==> src/rtl/alu_issue_stage.sv <==
// Issue/writeback stage around an external combinational Alu: decodes instruction
// words, reads an 8-entry register file, drives registered Alu inputs and retires results.
module alu_issue_stage #(
   parameter int unsigned DATA_W = 8,
   parameter int unsigned REG_N  = 8,
   parameter int unsigned CNT_W  = 16
) (
   input  logic              clk,
   input  logic              rst,
   input  logic              instr_valid,
   output logic              instr_ready,
   input  logic [15:0]       instr,
   input  logic [DATA_W-1:0] instr_imm,
   output logic [DATA_W-1:0] alu_a,
   output logic [DATA_W-1:0] alu_b,
   output logic [4:0]        alu_opcode,
   input  logic [DATA_W-1:0] alu_result,
   input  logic [4:0]        alu_flags,
   output logic [4:0]        flags,
   output logic              wb_valid,
   output logic [2:0]        wb_addr,
   output logic [DATA_W-1:0] wb_data,
   output logic              illegal_op,
   input  logic [2:0]        dbg_addr,
   output logic [DATA_W-1:0] dbg_data,
   output logic [CNT_W-1:0]  retired_cnt
);

   localparam logic [4:0] OP_CMP  = 5'b01111;
   localparam logic [4:0] OP_HOLE = 5'b01011;

   typedef enum logic {
      S_IDLE,
      S_EXEC
   } state_t;

   state_t            r_state;
   logic [DATA_W-1:0] r_rf [REG_N];
   logic [2:0]        r_rd;
   logic              r_wb_en;

   logic [4:0]        w_op;
   logic [2:0]        w_rd;
   logic [2:0]        w_ra;
   logic [2:0]        w_rb;
   logic              w_imm_sel;
   logic              w_wb_en;
   logic              w_legal;
   logic              w_accept;
   logic              w_commit;

   // Instruction word: {opcode, rd, ra, rb, imm_sel, wb_en}
   assign w_op      = instr[15:11];
   assign w_rd      = instr[10:8];
   assign w_ra      = instr[7:5];
   assign w_rb      = instr[4:2];
   assign w_imm_sel = instr[1];
   assign w_wb_en   = instr[0];

   // Legal encodings are 00000-01111 except the 01011 hole.
   assign w_legal  = (w_op[4] == 1'b0) && (w_op != OP_HOLE);
   assign w_accept = instr_valid && instr_ready;
   assign w_commit = r_wb_en && (alu_opcode != OP_CMP);

   assign instr_ready = (r_state == S_IDLE) && !rst;
   assign dbg_data    = r_rf[dbg_addr];

   always_ff @(posedge clk) begin
      if (rst) begin
         r_state     <= S_IDLE;
         r_rd        <= '0;
         r_wb_en     <= 1'b0;
         alu_a       <= '0;
         alu_b       <= '0;
         alu_opcode  <= '0;
         flags       <= '0;
         wb_valid    <= 1'b0;
         wb_addr     <= '0;
         wb_data     <= '0;
         illegal_op  <= 1'b0;
         retired_cnt <= '0;
         for (int unsigned i = 0; i < REG_N; i++) begin
            r_rf[i] <= '0;
         end
      end else begin
         wb_valid   <= 1'b0;
         illegal_op <= 1'b0;
         case (r_state)
            S_IDLE: begin
               if (w_accept) begin
                  if (w_legal) begin
                     alu_a      <= r_rf[w_ra];
                     alu_b      <= w_imm_sel ? instr_imm : r_rf[w_rb];
                     alu_opcode <= w_op;
                     r_rd       <= w_rd;
                     r_wb_en    <= w_wb_en;
                     r_state    <= S_EXEC;
                  end else begin
                     illegal_op <= 1'b1;
                  end
               end
            end
            S_EXEC: begin
               // Write lands here, one edge before the earliest next accept, so no bypass.
               flags <= alu_flags;
               if (w_commit) begin
                  r_rf[r_rd] <= alu_result;
                  wb_valid   <= 1'b1;
                  wb_addr    <= r_rd;
                  wb_data    <= alu_result;
               end
               retired_cnt <= retired_cnt + CNT_W'(1);
               r_state     <= S_IDLE;
            end
            default: r_state <= S_IDLE;
         endcase
      end
   end

endmodule

==> config.mk <==
export PLATFORM = sky130hd
export DESIGN_NAME = alu_issue_stage
export DESIGN_NICKNAME = d
export VERILOG_FILES = /design/src/rtl/alu_issue_stage.sv
export SDC_FILE = /design/constraint.sdc
export NUM_CORES = 1
export LEC_CHECK = 0
export BUFFER_PORTS_ARGS = -buffer_cell sky130_fd_sc_hd__buf_2
export CAP_MARGIN = 25
export CORE_UTILIZATION = 55
export CTS_CLUSTER_DIAMETER = 50
export DETAILED_ROUTE_END_ITERATION = 6
export PLACE_DENSITY = 0.9
export SLEW_MARGIN = 15
export SYNTH_ARGS = -nofsm -noshare
export SYNTH_HDL_FRONTEND = slang
export SYNTH_SLANG_ARGS = --single-unit
==> constraint.sdc <==
create_clock -name clk -period 2.29 [get_ports clk]
set_input_delay 0.3435 -clock clk [delete_from_list [all_inputs] [get_ports clk]]
set_output_delay 0.3435 -clock clk [all_outputs]
set_load 0.005 [all_outputs]
==> flow_summary.json, run 1 <==
{
  "status": "finished clean",
  "netlist_area_um2": 6190,
  "hold_class": "input port to flip-flop",
  "setup_violations": 0,
  "final_area_um2": 7450,
  "nFillCells": 752,
  "cts_buffers": 17,
  "rsz0062_at_grt": "no",
  "maxUsedRoutingLayer": "met4",
  "start_kind": "flip-flop",
  "rows": 38,
  "relSlewSlack": 0.395,
  "dpl.hpwl_um": 11200,
  "vias": 4714,
  "cts.sinks": 124,
  "synth.area.top_cells": "edfxtp_1, dfxtp_1, mux4_2, and2_1, mux2_2",
  "setup-tns-final_ns": 0,
  "cp-end-kind": "output port",
  "ys_ff_latch": 124,
  "worst_slew_pin_slew_ns": 0.901,
  "fin_crit_sh": 0.977,
  "slowest_delay_ns": 0.51,
  "synth.top_cell.area_share": 0.311,
  "h-tree-depth": 4,
  "initialDrtViolationCount": 366,
  "fin_crit_ns": 2.24,
  "clkTransAtPathRegs_ns": 0.06,
  "portBuffers": 106,
  "core_area_um2": 10900,
  "synth_cells": 514,
  "chipHeight_um": 108,
  "ios": 107,
  "antenna_found_initial": 0,
  "first_global_vias": 4591,
  "crit_arrival_ns": 1.89,
  "synth_nets": 558,
  "drt-total-wl_um": 15600,
  "slew_violations": 0,
  "placed_area_um2": 6850,
  "grt_max_degree": 30,
  "leakagePower_uw": 0.00298,
  "crit_buf_inv": 1,
  "drc": 0,
  "cts_root_buf": "clkbuf_8",
  "drive_gt1_frac": 0.361,
  "seq_area_frac_synth": 0.505,
  "route.met3.wl_um": 1470,
  "synth_warnings": 0,
  "critPathTopFamily": "multiplexers",
  "drv_cap": 0,
  "path_class": "flip-flop to output port",
  "ys.flop_type": "edfxtp_1",
  "cp_cell_sequence": "mux4_2 -> mux2_2 -> buf_2",
  "peakVddDrop_v": 0.000588,
  "start_util": 0.568,
  "grt-ovfl-total": 0,
  "grt_pass1_wl_um": 24800,
  "wl_met1_um": 5850,
  "skew_ns": 0.00861,
  "critPathSlowestCell": "mux4_2",
  "area_growth_pct": 20.3,
  "first_pass_iters": 5,
  "tritoncts": "yes",
  "max_freq_mhz": 447,
  "p_per_area_nw_per_um2": 750,
  "grt_use_total": 0.289,
  "cts_buffer_depth": 2,
  "crit_path_max_fanout": 3,
  "synthTopCellsByCount": "and2_1, edfxtp_1, dfxtp_1, nand2_1, mux4_2",
  "hold_viol": 0,
  "num_antenna_cells": 0,
  "clk_latency_ns": 0.52,
  "vias_per_cell": 6.13,
  "synth_edf_count": 64,
  "synth_area_leader_cell": "edfxtp_1",
  "ant_nets": 0,
  "wl_met2_um": 7830,
  "finalWeightedCongestion": 0.834,
  "crit_required_ns": 1.95,
  "die_x_um": 108,
  "dieArea_um2": 11700,
  "synth_area_per_cell_um2": 12.0,
  "nNetsFinal": 660,
  "ctsResizeCount": 0,
  "ys_types": 40,
  "async_flop_share": 0,
  "wl_per_cell_um": 20.3
}
power by group:
group          switching (uW)  total, uW  internal [uW]
Clock                    1020       2670           1660
Combinational             230        463            232
Sequential               57.2       2450           2390
Total                    1300       5590           4280
state kept, by name (all words and copies together) (netlist names), 5 cells and up:
register     cells
alu_a            8
alu_b            8
alu_opcode       5
flags            5
r_rf            64
retired_cnt     16
wb_data          8
cell type report:
cell class | count | area, um2 | area share
sequential | 124 | 3120 | 0.419
inverter | 6 | 22.5 | 0.00302
multi-input combinational | 348 | 2890 | 0.388
clock buffer | 17 | 414 | 0.0556
tap | 140 | 175 | 0.0235
clock inverter | 15 | 171 | 0.0230
timing repair buffer | 119 | 653 | 0.0877
timing repair:
action	in CTS	in global routing
hold buffers	0	0
setup buffers	0	2
setup endpoints to repair	0	2
cells by family (layout without fill, tap and decap cells):
kind of cell | Yosys count | after routing | synth area share
xor+xnor | 11 | 11 | 0.0156
flops | 124 | 124 | 0.505
mux | 80 | 80 | 0.223
simple gates | 203 | 203 | 0.170
buf+inv | 42 | 157 | 0.0301
compound gates | 53 | 53 | 0.0548
fa+ha+maj | 1 | 1 | 0.00202
layout by cell type, fill, tap and decap left out, types with 4 or more instances in the layout:
cell and instances:
a211oi_1 8, a21oi_1 29, a221o_1 4, a221oi_1 4
and2_1 64, and3_1 7, buf_2 106, buf_4 11
clkbuf_16 16, clkinv_2 4, dfxtp_1 60, edfxtp_1 64
inv_1 5, mux2_2 22, mux2i_1 14, mux4_2 44
nand2_1 56, nand2b_1 4, nand3_1 5, nand4_1 5
nor2_1 34, nor3_1 6, o211ai_1 4, or2_2 8
xnor2_1 5, xor2_1 6
routing by layer:
| metal | GRT usage | up-vias |
|---|---|---|
| met5 | 0 | - |
| met4 | 0.134 | 0 |
| met3 | 0.0657 | 42 |
| met2 | 0.466 | 277 |
| met1 | 0.371 | 2302 |
| li1 | - | 2093 |
through the flow:
step                       util  setup slack, ns  hold slack [ns]  instances  power, uW
after detailed placement  0.629            0.212            0.446        735       2950
after global placement    0.629            0.309            0.441        735       2930
after CTS                 0.682           0.0313           0.0447        767       5590
final                     0.684           0.0536           0.0571        769       5590
after global routing      0.684          0.00421           0.0601        769       5740
after floorplan               -            0.289            0.450        514       2770
worst paths after layout:
kind         slack [ns]           from  cells past startpoint           to
max reg2reg        0.24  alu_opcode[3]                      4   r_rf[7][2]
min reg2reg        0.45       alu_b[0]                      2     alu_b[0]
min                0.06   alu_flags[1]                      3     flags[1]
max                0.05     r_rf[7][1]                      3  dbg_data[1]
worst register-to-register path, cell delays in order (launching register included):
cell and delay (ns):
dfxtp_1 0.32, nand2_1 0.11, o311ai_2 0.16, nor3_1 0.76
or2_2 0.37
Power figures use the tool's default switching activity.
==> run 2, diff against run 1 <==
--- a/config.mk
+++ b/config.mk
@@ -5,6 +5,7 @@
 export SDC_FILE = /design/constraint.sdc
 export NUM_CORES = 1
 export LEC_CHECK = 0
+export ABC_AREA = 1
 export BUFFER_PORTS_ARGS = -buffer_cell sky130_fd_sc_hd__buf_2
 export CAP_MARGIN = 25
 export CORE_UTILIZATION = 55
==> flow_summary.json, run 2 <==
{
  "h-tree-depth": 4,
  "clk_latency_ns": 0.42,
  "die_x_um": 109,
  "vias_per_cell": 6.01,
  "r2r_cells": 7,
  "top_usage_layer": "met2",
  "antenna_found_initial": 0,
  "max_freq_mhz": 490,
  "path_class": "flip-flop to flip-flop",
  "setup_slack_ns": 0.248,
  "leakagePower_uw": 0.00332,
  "finalWeightedCongestion": 0.990,
  "drc": 0,
  "grt-ovfl-total": 0,
  "async_flop_share": 0,
  "ios": 107,
  "final_common_cell": "nand2_1",
  "status": "finished clean",
  "synth_warnings": 0,
  "grt_use_met3": 0.0717,
  "holdPathEnd": "flags[3]",
  "nFillCells": 846,
  "holdBufCountCts": 0,
  "setup_violations": 0,
  "largest_register_ff_count": 64,
  "synth_edf_count": 64,
  "synth_area_per_cell_um2": 7.66,
  "hold_depth": 3,
  "core_area_um2": 11000,
  "synth_nets": 872,
  "final_cell_mix": "nand2_1, nor2_1, buf_2",
  "ys_ff_latch": 124,
  "slew_violations": 0,
  "initialDrtViolationCount": 784,
  "r2r_start": "alu_opcode[0]",
  "area_growth_pct": 19.4,
  "ys_types": 28,
  "netlist_area_um2": 6340,
  "nNetsFinal": 963,
  "hold_viol": 0,
  "holdCritStartpoint": "alu_flags[3]",
  "rows": 38,
  "grt_use_total": 0.334,
  "fin_crit_sh": 0.892,
  "cp-end-kind": "flip-flop",
  "first_pass_iters": 7,
  "start_kind": "flip-flop",
  "synth.top_cell.area_share": 0.303,
  "synthTopCellsByCount": "nand2_1, nor2_1, nand3_1, a21oi_1, inv_1",
  "crit_required_ns": 2.37,
  "peakVddDrop_v": 0.000506,
  "num_antenna_cells": 0,
  "dpl.hpwl_um": 13200,
  "grt_util_met2": 0.516,
  "postCtsSetupBuffers": 0,
  "seq_area_frac_synth": 0.492,
  "grtUsageMet1": 0.434,
  "cts_root_buf": "clkbuf_16",
  "ys.flop_type": "edfxtp_1",
  "dieArea_um2": 12000,
  "cts_buffers": 17,
  "rr_endpoint": "r_rf[4][3]",
  "drive_gt1_frac": 0.180,
  "crit_arrival_ns": 2.12,
  "timing.critical_path.from": "alu_opcode[0]",
  "synth.area.top_cells": "edfxtp_1, dfxtp_1, nand2_1, nand3_1, a21oi_1",
  "cts.sinks": 124,
  "tritoncts": "yes",
  "reg.largest.list": "r_rf x64, retired_cnt x16",
  "rsz0062_at_grt": "no",
  "drt-total-wl_um": 19300,
  "grt_pass1_wl_um": 29600,
  "portBuffers": 106,
  "synth.most_common_cell": "nand2_1",
  "start_util": 0.575,
  "clkTransAtPathRegs_ns": 0.06,
  "wl_per_cell_um": 18.0,
  "multiInputGateArea_um2": 2710,
  "post-place-ws_ns": 0.337,
  "rrSetupSlack_ns": 0.25,
  "relSlewSlack": 0.567,
  "p_per_area_nw_per_um2": 765,
  "worst_slew_pin_slew_ns": 0.648,
  "ant_nets": 0,
  "first_global_vias": 5620,
  "crit_path_max_fanout": 14,
  "regMostFlops": "r_rf",
  "vias": 6447,
  "grt_max_degree": 45,
  "synth_area_leader_cell": "edfxtp_1",
  "ctsResizeCount": 0,
  "seq_area_um2": 3120,
  "synth_cells": 828,
  "cts_buffer_depth": 2,
  "fin_crit_ns": 2.04,
  "hold_class": "input port to flip-flop",
  "chipHeight_um": 109,
  "setup-tns-final_ns": 0,
  "skew_ns": 0.00650,
  "drv_cap": 0
}
[run 2: cells by family after synthesis]
logic type,share of synthesized area
flip-flops,0.492
AO/OA/AOI/OAI,0.165
AND/OR/NAND/NOR,0.257
adder cells (fa/ha/maj),0.00197
buffers and inverters,0.0807
XOR/XNOR,0.00276
[run 2: cell type report]
cell class              count  share of cell area
well taps                 140              0.0231
multi-input cells         575               0.358
inverters                  81              0.0402
clock buffers              18              0.0567
flip-flops and latches    124               0.412
clock inverters            14              0.0245
repair buffers            120              0.0856
[run 2: per-layer routing]
layer | wire [um] | share of wire
met4 | 948 | 0.049
met3 | 2030 | 0.10
met1 | 7440 | 0.39
met2 | 8900 | 0.46
met5 | 0 | 0
[run 2: through the flow]
| stage | utilization | cell area, um2 | total power, uW | hold slack (ns) | std cells |
|---|---|---|---|---|---|
| after floorplan | - | 6340 | 2810 | 0.457 | 828 |
| after detailed placement | 0.631 | 6960 | 3010 | 0.451 | 1040 |
| after CTS | 0.686 | 7570 | 5770 | 0.140 | 1072 |
| after global placement | 0.631 | 6960 | 3000 | 0.449 | 1040 |
| after global routing | 0.686 | 7570 | 5940 | 0.144 | 1072 |
| final | 0.686 | 7570 | 5790 | 0.143 | 1072 |
[run 2: worst max-delay path: stages, from the launching register on]
cell and delay [ns]:
dfxtp_1 0.30, inv_1 0.06, nor2_1 0.04, nand4_1 0.18, nand2_2 0.25, nor2_4 0.23
nand3_2 0.22, nand2_1 0.40
[run 2: where the power goes]
part	leakage, uW	switching [uW]	internal, uW
Combinational	0.00188	366	175
Sequential	0.00115	50.4	2400
Clock	0.000292	1070	1740
[run 2: worst max-delay path by stage]
stage	to	slack (ns)	cells after the start
detailed placement	r_rf[4][3]	0.34	7
CTS	r_rf[5][2]	0.30	7
floorplan	r_rf[1][0]	0.75	4
global route	r_rf[4][6]	0.14	7
finish	r_rf[4][3]	0.25	7
global placement	r_rf[7][3]	0.44	7
==> run 3, diff against run 2 <==
--- a/config.mk
+++ b/config.mk
@@ -11,7 +11,7 @@
 export CORE_UTILIZATION = 55
 export CTS_CLUSTER_DIAMETER = 50
 export DETAILED_ROUTE_END_ITERATION = 6
-export PLACE_DENSITY = 0.9
+export PLACE_DENSITY = 0.78
 export SLEW_MARGIN = 15
 export SYNTH_ARGS = -nofsm -noshare
 export SYNTH_HDL_FRONTEND = slang
==> constraint.sdc (replaced) <==
create_clock -name clk -period 2.29 [get_ports clk]
set_input_delay 0.3435 -clock clk [delete_from_list [all_inputs] [get_ports clk]]
set_output_delay 0.3435 -clock clk [all_outputs]
set_load 0.1 [all_outputs]
==> flow_summary.json, run 3 (synthesis results as in run 2) <==
{
  "seq_area_um2": 3120,
  "chipHeight_um": 109,
  "multiInputGateArea_um2": 2710,
  "first_global_vias": 5539,
  "rrSetupSlack_ns": 0.29,
  "tritoncts": "yes",
  "reg.largest.list": "r_rf x64, retired_cnt x16",
  "crit_end": "dbg_data[6]",
  "slew_violations": 0,
  "post-place-ws_ns": 0.214,
  "top_usage_layer": "met2",
  "grt_util_met2": 0.506,
  "cts_buffers": 17,
  "num_antenna_cells": 0,
  "finalWeightedCongestion": 0.997,
  "crit_arrival_ns": 1.76,
  "start_kind": "input port",
  "final_common_cell": "nand2_1",
  "drt-total-wl_um": 19400,
  "drive_gt1_frac": 0.180,
  "final_area_um2": 7650,
  "path_class": "input port to output port",
  "grt_use_met3": 0.0895,
  "grt-ovfl-total": 0,
  "dieArea_um2": 12000,
  "rsz0062_at_grt": "no",
  "p_per_area_nw_per_um2": 768,
  "cts.sinks": 124,
  "die_x_um": 109,
  "final_cell_mix": "nand2_1, nor2_1, buf_2",
  "wl_per_cell_um": 18.0,
  "start_util": 0.575,
  "hold_class": "input port to flip-flop",
  "grt_max_degree": 45,
  "clk_latency_ns": 0.41,
  "drv_cap": 0,
  "nFillCells": 882,
  "crit_required_ns": 1.95,
  "worst_slew_pin_slew_ns": 0.693,
  "area_growth_pct": 20.6,
  "drc": 0,
  "fin_cells": 1073,
  "h-tree-depth": 4,
  "rows": 38,
  "r2r_cells": 6,
  "fin_crit_ns": 2.10,
  "timing.critical_path.from": "dbg_addr[0]",
  "placed_area_um2": 7070,
  "rr_endpoint": "r_rf[5][4]",
  "portBuffers": 106,
  "first_pass_iters": 6,
  "max_freq_mhz": 475,
  "peakVddDrop_v": 0.000595,
  "clkTransAtPathRegs_ns": 0.06,
  "ant_nets": 0,
  "relSlewSlack": 0.537,
  "hold_viol": 0,
  "crit_path_max_fanout": 24,
  "core_area_um2": 11000,
  "ctsResizeCount": 0,
  "grt_use_total": 0.333,
  "setup_violations": 0,
  "dpl.hpwl_um": 14000,
  "setup_slack_ns": 0.186,
  "grt_pass1_wl_um": 29200,
  "cts_root_buf": "clkbuf_16",
  "ios": 107,
  "r2r_start": "alu_opcode[4]",
  "vias_per_cell": 5.90,
  "place_inst": 1041,
  "cts_buffer_depth": 2,
  "postCtsSetupBuffers": 0,
  "leakagePower_uw": 0.00336,
  "status": "finished clean",
  "regMostFlops": "r_rf",
  "antenna_found_initial": 0,
  "largest_register_ff_count": 64,
  "initialDrtViolationCount": 905,
  "vias": 6336,
  "skew_ns": 0.0129,
  "grtUsageMet1": 0.454,
  "nNetsFinal": 964,
  "holdBufCountCts": 0,
  "cp-end-kind": "output port",
  "fin_crit_sh": 0.919
}
run 3: cell count changes in the layout (fill, tap and decap cells not counted), moves of 2 or more:
cell / delta
buf_2: -8
buf_12: +7
clkinv_2: +6
inv_6: -4
bufinv_16: -3
clkbuf_16: +3
buf_4: +2
clkinvlp_4: -2
inv_8: -2
run 3: power by group:
part           leakage, uW  switching, uW  internal (uW)
Clock             0.000292            945           1600
Sequential         0.00115           54.2           2400
Combinational      0.00192            657            223
Total              0.00336           1660           4220
run 3: final cells by class:
type	count	area share
Tap cell	140	0.0229
Clock inverter	9	0.00736
Inverter	81	0.0397
Timing Repair Buffer	121	0.0998
Multi-Input combinational cell	575	0.354
Clock buffer	23	0.0682
Sequential cell	124	0.408
run 3: stage by stage:
step	power (uW)	setup TNS [ns]	hold WS [ns]	utilization
2_1_floorplan	3090	-3.82	0.474	-
3_3_place_gp	3350	0	0.450	0.641
3_5_place_dp	3360	0	0.455	0.641
4_1_cts	5870	0	0.150	0.694
5_1_grt	6050	0	0.162	0.694
6_report	5880	0	0.157	0.694
run 3: routing by layer:
layer,vias to the layer above,wire (um)
li1,2966,-
met1,2889,7630
met2,419,8860
met3,62,2330
met4,0,536
met5,-,0
run 3: critical path: stages:
cell and delay (ns):
buf_2 0.27, inv_1 0.07, buf_4 0.21, a21oi_1 0.14
o21ai_0 0.10, nand2_1 0.07, nor2_1 0.04, a31oi_1 0.29
buf_12 0.22
run 3: worst min path at each step:
stage	depth (start not counted)	slack (ns)	endpoint	from
floorplan	2	0.47	r_wb_en	r_wb_en
global placement	2	0.45	wb_data[7]	wb_data[7]
detailed placement	2	0.45	alu_a[5]	alu_a[5]
CTS	3	0.15	flags[3]	alu_flags[3]
global route	3	0.16	flags[4]	alu_flags[4]
finish	3	0.16	flags[4]	alu_flags[4]
